## config.mk

```make
export PLATFORM = sky130hd
export DESIGN_NAME = trena_agendador
export DESIGN_NICKNAME = d
export VERILOG_FILES = /design/src/rtl/trena_agendador.sv
export SDC_FILE = /design/constraint.sdc
export NUM_CORES = 1
export LEC_CHECK = 0
export ABC_CLOCK_PERIOD_IN_PS = 1900
export CAP_MARGIN = 15
export CORE_MARGIN = 2
export CORE_UTILIZATION = 23
export CTS_CLUSTER_SIZE = 12
export DETAILED_ROUTE_END_ITERATION = 10
export DONT_BUFFER_PORTS = 1
export GPL_TIMING_DRIVEN = 0
export PLACE_DENSITY = 0.39
export SLEW_MARGIN = 20
export SYNTH_ARGS = -nofsm -noshare
export SYNTH_HDL_FRONTEND = slang
export SYNTH_SLANG_ARGS = --single-unit
```

## constraint.sdc

```tcl
create_clock -name clock -period 1.9 [get_ports clock]
set_input_delay 0.475 -clock clock [delete_from_list [all_inputs] [get_ports clock]]
set_output_delay 0.475 -clock clock [all_outputs]
set_load 0.05 [all_outputs]
```

## src/rtl/trena_agendador.sv

```systemverilog
// Measurement scheduler for the trena datapath: single/continuous triggering with a pronto watchdog and bounded retries.
// Optional build macro TRENA_AGENDADOR_CONTADOR_EN enables the 8-bit completed-measurement counter (medidas).
module trena_agendador #(
  parameter int PERIODO        = 50_000_000,
  parameter int TIMEOUT        = 25_000_000,
  parameter int MAX_TENTATIVAS = 3
) (
  input  logic       clock,
  input  logic       reset,
  input  logic       ligar,
  input  logic       modo,
  input  logic       botao,
  input  logic       pronto,
  output logic       mensurar,
  output logic       reinicia_trena,
  output logic       ocupado,
  output logic       erro,
  output logic [7:0] medidas,
  output logic [3:0] db_estado
);

  localparam int CONT_MAX = (PERIODO > TIMEOUT) ? PERIODO : TIMEOUT;
  localparam int CW       = (CONT_MAX > 1) ? $clog2(CONT_MAX) : 1;
  localparam logic [CW-1:0] C_TIMEOUT_FIM = CW'(TIMEOUT - 1);
  localparam logic [CW-1:0] C_PERIODO_FIM = CW'(PERIODO - 1);
  localparam logic [3:0]    C_MAX_TENT    = 4'(MAX_TENTATIVAS);

  typedef enum logic [3:0] {
    INICIAL   = 4'd0,
    OCIOSO    = 4'd1,
    DISPARA   = 4'd2,
    AGUARDA   = 4'd3,
    RECUPERA  = 4'd4,
    INTERVALO = 4'd5,
    FALHA     = 4'd6
  } estado_t;

  estado_t       r_estado;
  logic          r_botao_d;
  logic          r_borda;
  logic [CW-1:0] r_tempo;
  logic [3:0]    r_tentativas;
  logic [3:0]    w_tent_prox;
  logic          w_abandona;

  assign w_tent_prox = r_tentativas + 4'd1;
  assign w_abandona  = !ligar && (r_estado == DISPARA || r_estado == AGUARDA ||
                                  r_estado == RECUPERA || r_estado == INTERVALO);

  always_ff @(posedge clock or posedge reset) begin
    if (reset) begin
      r_estado     <= INICIAL;
      r_botao_d    <= 1'b0;
      r_borda      <= 1'b0;
      r_tempo      <= '0;
      r_tentativas <= 4'd0;
    end else begin
      // The edge is registered so ocioso only ever sees a one-cycle pulse; edges seen elsewhere are dropped.
      r_botao_d <= botao;
      r_borda   <= botao & ~r_botao_d;
      r_tempo   <= r_tempo + 1'b1;
      if (w_abandona) begin
        r_estado <= OCIOSO;
      end else begin
        case (r_estado)
          OCIOSO: begin
            if (ligar && (modo || r_borda))
              r_estado <= DISPARA;
          end
          DISPARA: begin
            r_tempo  <= '0;
            r_estado <= AGUARDA;
          end
          AGUARDA: begin
            // A completion in the same cycle as the last timeout count takes precedence.
            if (pronto) begin
              r_tentativas <= 4'd0;
              r_tempo      <= '0;
              r_estado     <= modo ? INTERVALO : OCIOSO;
            end else if (r_tempo == C_TIMEOUT_FIM) begin
              r_estado <= RECUPERA;
            end
          end
          RECUPERA: begin
            r_tentativas <= w_tent_prox;
            r_estado     <= (w_tent_prox == C_MAX_TENT) ? FALHA : DISPARA;
          end
          INTERVALO: begin
            if (!modo)
              r_estado <= OCIOSO;
            else if (r_tempo == C_PERIODO_FIM)
              r_estado <= DISPARA;
          end
          FALHA: begin
            if (!ligar) begin
              r_tentativas <= 4'd0;
              r_estado     <= OCIOSO;
            end
          end
          default: begin
            r_botao_d    <= 1'b0;
            r_borda      <= 1'b0;
            r_tempo      <= '0;
            r_tentativas <= 4'd0;
            r_estado     <= OCIOSO;
          end
        endcase
      end
    end
  end

`ifdef TRENA_AGENDADOR_CONTADOR_EN
  logic [7:0] r_medidas;
  logic       w_conclui;

  assign w_conclui = (r_estado == AGUARDA) && pronto && ligar;

  always_ff @(posedge clock or posedge reset) begin
    if (reset)
      r_medidas <= 8'd0;
    else if (r_estado == INICIAL)
      r_medidas <= 8'd0;
    else if (w_conclui)
      r_medidas <= r_medidas + 8'd1;
  end

  assign medidas = r_medidas;
`else
  assign medidas = 8'd0;
`endif

  // Moore outputs decoded straight from the state register, so reset clears them at once.
  assign mensurar       = (r_estado == DISPARA);
  assign reinicia_trena = (r_estado == RECUPERA);
  assign ocupado        = (r_estado == DISPARA) || (r_estado == AGUARDA) || (r_estado == RECUPERA);
  assign erro           = (r_estado == FALHA);
  assign db_estado      = r_estado;

endmodule

```

==> flow_metrics.env, run 1 <==
export IMPL_status="finished, violations left"
export IMPL_violations="setup timing"
export IMPL_core_um2=8680
export IMPL_min_period_ps=1960
export IMPL_rsz0062_at_grt="yes"
export IMPL_crit_required_ps=1420
export IMPL_finalNonFillerCells=364
export IMPL_synth_area_um2=2050
export IMPL_overflow=0
export IMPL_die_w_um=98.4
export IMPL_viasPerCell=4.60
export IMPL_drive_gt1_share_pct=23.4
export IMPL_antenna_found_initial=0
export IMPL_synth_top_family_by_area="simple AND/OR/NAND/NOR gates"
export IMPL_hold_violations=0
export IMPL_cp_arrival_ps=1490
export IMPL_synthMuxAreaShare_pct=0.489
export IMPL_grt_pass1_wl_um=8300
export IMPL_yosys_warnings=0
export IMPL_num_vias=1675
export IMPL_max_freq_mhz=509
export IMPL_synth_edf_count=0
export IMPL_drcViolationCount=0
export IMPL_hpwl_um=3340
export IMPL_nets=265
export IMPL_synth_compound_area_share_pct=8.19
export IMPL_synth_xor_area_share_pct=9.84
export IMPL_hold_worst_slack_ps=33.1
export IMPL_htree_levels=2
export IMPL_drtIter0Drc=62
export IMPL_n_fill_cell=924
export IMPL_routed_wl_um=4760
export IMPL_ys_seq_elements=35
export IMPL_ir_drop_v=0.000370
export IMPL_timing_max_cap_violations=0
export IMPL_hp_class="in -> async"
export IMPL_report_final_slew_viol_count=0
export IMPL_final_util_pct=29.7
export IMPL_post_route_period_util_pct=103
export IMPL_grt_max_degree=22
export IMPL_area_delta_synth_final_pct=25.9
export IMPL_fin_skew_ps=8.39
export IMPL_yosys_area_share_simple_pct=29.4
export IMPL_first_pass_iters=4
export IMPL_cellLeakagePower_nw=1.10
export IMPL_p_per_area_nw_per_um2=1180
export IMPL_initial_core_util_pct=23.6
export IMPL_layout_setup_ws_ps=-64.3
export IMPL_die_y_um=98.4
export IMPL_r2r_slack_ps=-10
export IMPL_total_power_mw=3.04
export IMPL_setup_viol=10
export IMPL_ios=22
export IMPL_worstSetupEndpointType="output port"
export IMPL_antenna_cells=0
export IMPL_numPortBuffers=0
export IMPL_fin_area_um2=2580
export IMPL_cp_start_kind="flip-flop"
export IMPL_place_inst=349
export IMPL_path_max_fanout=4
export IMPL_routedWlPerCell_um=13.1
export IMPL_root_buffer="clkbuf_8"
export IMPL_rows=34
export IMPL_yosysSeqAreaShare_pct=42.8
export IMPL_critical_path_class="reg -> out"
export IMPL_synth_largest_area_cell="dfrtp_1"
export IMPL_numCtsBuffers=5
export IMPL_syn_instance_count=232
export IMPL_placed_cell_area_um2=2250
export IMPL_synth_top_area_share_pct=42.8
export IMPL_die_area_um2=9680
export IMPL_syn_avg_cell_area_um2=8.83
export IMPL_ys_types=36
export IMPL_synth_ff_type="dfrtp_1"
export IMPL_grt_usage_pct=10.7
export IMPL_synthAdderAreaFrac_pct=2.44
export IMPL_routabilityCongestion=0.762
export IMPL_cts_clk_slew_worst_paths_ps=80
export IMPL_clock_sinks=35
export IMPL_clockBufferDepth=2
export IMPL_cts_tree="built"
export IMPL_synthArstFlopShare_pct=100
export IMPL_first_global_vias=1616
export IMPL_netlist_top_cells_area="dfrtp_1, nor2_1, xor2_1, xnor2_1, buf_4"
export IMPL_detail_route_antenna_nets=0
export IMPL_clkLatencyLatePin_ps=290
sequential cells by signal, indices dropped and copies added, names as in the netlist:
signal	flops
r_tempo	26
r_tentativas	4
db_estado	3
r_borda	1
r_botao_d	1
stage by stage:
stage,TNS (ps),worst slack [ps]
after detailed placement,-10330,-442
after CTS,-315,-68.2
after floorplan,-5.18,-5.18
after global placement,-10520,-441
final,-136,-64.3
after global routing,-2080,-119
report_power, final:
| group | switching (mW) | total, mW | internal [mW] |
|---|---|---|---|
| Sequential | 0.204 | 1.04 | 0.839 |
| Clock | 0.289 | 0.713 | 0.425 |
| Combinational | 0.726 | 1.28 | 0.552 |
| Total | 1.22 | 3.04 | 1.82 |
cells in the mapped netlist, drive strengths merged (2+ instances only):
library cell,n
and2,4
and3,8
or3,4
dfrtp,35
xnor2,11
clkbuf,6
xor2,12
and4,3
o21ai,13
nor2b,6
inv,9
a21oi,5
nand3,11
nor4,5
o31ai,3
a31oi,2
a41oi,2
nor2,30
nand4,7
nand2,18
ha,4
nand2b,4
buf,11
nor3,9
or2,2
cells in the final DEF, fill, tap and decap left out, types with 2 or more instances in the layout:
cell      count
a21oi_1       5
a31oi_1       2
a41oi_1       2
and2_4        2
and3_1        8
and4_1        3
buf_4        18
clkbuf_8      9
conb_1        9
dfrtp_1      29
dfrtp_2       5
ha_1          2
inv_1         5
nand2_1      17
nand2b_1      4
nand3_1      10
nand4_1       5
nand4_4       2
nor2_1       30
nor2b_1       4
nor3_1        8
nor4_1        4
o21ai_0      11
o21ai_1       2
o31ai_1       2
or2_4         2
or3_1         3
xnor2_1      11
xor2_1       12
final cells by class:
class | count | area, um^2 | area share [%]
timing repair buffer | 9 | 87.6 | 3.40
tap | 108 | 135 | 5.24
clock buffer | 6 | 82.6 | 3.20
multi-input combinational | 179 | 1160 | 44.9
buffer | 16 | 148 | 5.73
sequential | 35 | 886 | 34.4
clock inverter | 2 | 35.0 | 1.36
inverter | 9 | 47.5 | 1.84
path summary, 6_finish.rpt:
path	from	end	cells after the start
min in group clock	botao	r_botao_d	1
max	db_estado[2]	ocupado	5
min	reset	r_tempo[4]	1
min reg2reg	r_botao_d	r_borda	1
max in group asynchronous	reset	db_estado[1]	2
max reg2reg	db_estado[2]	r_tempo[23]	8
repair_timing:
action,CTS,global route
hold buffers,0,0
setup endpoints to repair,38,33
resized for setup,30,19
buffers inserted,5,3
pin swaps,4,5
critical path, stage by stage, from the launching register on:
cell,delay (ps)
dfrtp_2,550
buf_6,170
clkinvlp_4,110
ha_4,190
inv_4,80
nand2_8,90
layer usage:
layer	GRT usage [%]	part of all wire (%)	up-vias
met1	14.7	49	793
met5	0	0	-
li1	-	-	831
met3	2.86	5.1	9
met2	16.2	45	42
met4	3.79	1.5	0
cell families after synthesis:
| group | Yosys count |
|---|---|
| xor+xnor | 23 |
| other cells | 1 |
| simple gates | 114 |
| flops | 35 |
| buf+inv | 26 |
| fa+ha+maj | 4 |
| mux | 1 |
| compound gates | 28 |
Note: power is estimated with default switching activity, not from simulation.
==> run 2: changes to the inputs <==
- TNS_END_PERCENT: default -> 30
==> run 2 against run 1 <==
  * Combinational power about the same
  * Non-clock buffer count increased by 2
  * The run still ends with setup timing left
  * Global-route usage decreased by 0.37 points
  * Largest power group unchanged
  * Hold slack improved by 290 ps
  * Final cell count increased by 0.55%
  * Routed wire length about the same
  * Critical endpoint is now reinicia_trena
  * Clock-buffer cell count unchanged
  * Via count decreased by 0.66%
  * Register-to-register slack about the same
==> flow_metrics.env, run 2 (same netlist as run 1, synthesis figures left out) <==
export IMPL_hpwl_um=3340
export IMPL_path_delay_family="flip-flops"
export IMPL_cts_tree="built"
export IMPL_detail_route_antenna_nets=0
export IMPL_initial_core_util_pct=23.6
export IMPL_die_y_um=98.4
export IMPL_layout_commonest_cell="nor2_1"
export IMPL_rr_startpoint="db_estado[2]"
export IMPL_placed_cell_area_um2=2240
export IMPL_min_period_ps=1970
export IMPL_worstSetupEndpointType="output port"
export IMPL_hp_class="in -> reg"
export IMPL_violations="setup timing"
export IMPL_htree_levels=2
export IMPL_crit_required_ps=1420
export IMPL_path_max_fanout=3
export IMPL_multi_input_area_um2=1180
export IMPL_timing_max_cap_violations=0
export IMPL_numPortBuffers=0
export IMPL_die_w_um=98.4
export IMPL_antenna_cells=0
export IMPL_crit_slowest_cell="dfrtp_2"
export IMPL_grt_pass1_wl_um=8050
export IMPL_setup_viol=12
export IMPL_status="finished, violations left"
export IMPL_routedWlPerCell_um=13.0
export IMPL_cp_arrival_ps=1500
export IMPL_antenna_found_initial=0
export IMPL_fin_area_um2=2600
export IMPL_max_freq_mhz=507
export IMPL_first_pass_iters=4
export IMPL_hold_violations=0
export IMPL_clkLatencyLatePin_ps=290
export IMPL_r2r_end="r_tempo[15]"
export IMPL_dp_slack_ps=-430
export IMPL_report_final_slew_viol_count=0
export IMPL_final_util_pct=30.0
export IMPL_hold_path_cell_count=1
export IMPL_crit_chain="nand2b_4, or2_4, clkinvlp_4"
export IMPL_first_global_vias=1619
export IMPL_routed_wl_um=4760
export IMPL_numCtsBuffers=5
export IMPL_core_um2=8680
export IMPL_drcViolationCount=0
export IMPL_largest_register_ffs=26
export IMPL_die_area_um2=9680
export IMPL_cts_clk_slew_worst_paths_ps=80
export IMPL_regMostFlops="r_tempo"
export IMPL_critical_path_class="reg -> out"
export IMPL_nets=267
export IMPL_r2r_cells=8
export IMPL_layout_setup_ws_ps=-73.6
export IMPL_hold_start="botao"
export IMPL_area_delta_synth_final_pct=27.1
export IMPL_layout_common_cells="nor2_1, dfrtp_1, buf_4"
export IMPL_overflow=0
export IMPL_ios=22
export IMPL_fin_skew_ps=8.22
export IMPL_crit_buf_inv=1
export IMPL_grt_max_degree=26
export IMPL_routabilityCongestion=0.750
export IMPL_hold_worst_slack_ps=326
export IMPL_holdPathEnd="r_botao_d"
export IMPL_root_buffer="clkbuf_8"
export IMPL_ir_drop_v=0.000304
export IMPL_cellLeakagePower_nw=1.11
export IMPL_drive_gt1_share_pct=24.8
export IMPL_grt_usage_pct=10.3
export IMPL_n_fill_cell=936
export IMPL_cp_start_kind="flip-flop"
export IMPL_viasPerCell=4.55
export IMPL_rows=34
export IMPL_clockBufferDepth=2
export IMPL_cpPeakStageDelay_ps=530
export IMPL_clock_sinks=35
export IMPL_seq_area_um2=886
export IMPL_p_per_area_nw_per_um2=1180
export IMPL_drtIter0Drc=78
export IMPL_post_route_period_util_pct=104
export IMPL_r2r_slack_ps=-10
export IMPL_rsz0062_at_grt="yes"
export IMPL_num_vias=1664
[run 2: cell count changes in the layout (fill, tap and decap cells not counted), sizes merged]
cell | before | now
clkbuf | 10 | 11
inv | 8 | 7
dlygate4sd3 | 0 | 1
clkinvlp | 1 | 2
[run 2: worst register-to-register path: cells and delay by family, from the launching register on]
family,cells,cell delay [ps]
buf+inv,4,620
flops,1,570
simple gates,3,420
fa+ha+maj,1,190
[run 2: per-stage QoR]
stage | std cells | TNS [ps] | total power, mW
floorplan | 240 | -120 | 1.75
global placement | 348 | -11250 | 1.99
detailed placement | 349 | -10300 | 1.99
CTS | 363 | -877 | 2.99
global route | 366 | -2310 | 3.28
finish | 366 | -250 | 3.07
[run 2: timing repair]
item / in CTS / in global routing
buffers inserted: 6 / 3
endpoints found under the hold margin: 1 / 0
pin swaps: 4 / 5
gates cloned: 0 / 0
hold buffers: 1 / 0
endpoints found under the setup margin: 37 / 33
resized for setup: 30 / 21
[run 2: area by class of cell]
class	count	area share [%]
Multi-Input combinational cell	179	45.2
Clock inverter	2	1.35
Buffer	16	5.62
Clock buffer	6	3.17
Inverter	9	1.68
Sequential cell	35	34.0
Tap cell	108	5.19
Timing Repair Buffer	11	3.75
[run 2: worst max path at each step]
| stage | start | endpoint | slack (ps) | cells after the start |
|---|---|---|---|---|
| 2_1_floorplan | db_estado[0] | reinicia_trena | -100 | 4 |
| 3_3_place_gp | db_estado[2] | r_tempo[22] | -460 | 8 |
| 3_5_place_dp | db_estado[2] | r_tempo[23] | -430 | 8 |
| 4_1_cts | db_estado[2] | ocupado | -90 | 5 |
| 5_1_grt | db_estado[2] | ocupado | -120 | 5 |
| 6_report | db_estado[0] | reinicia_trena | -70 | 3 |
[run 2: report_power, final]
part | internal [mW] | switching, mW
logic | 0.575 | 0.738
registers | 0.842 | 0.207
clock network | 0.425 | 0.283
total | 1.84 | 1.23
[run 2: metal layers]
| metal | GRT usage [%] | share of wire (%) | vias up |
|---|---|---|---|
| met5 | 0 | 0 | - |
| met4 | 3.48 | 1.7 | 0 |
| met3 | 2.79 | 4.9 | 9 |
| met2 | 16.3 | 46 | 34 |
| met1 | 13.7 | 48 | 788 |
| li1 | - | - | 833 |
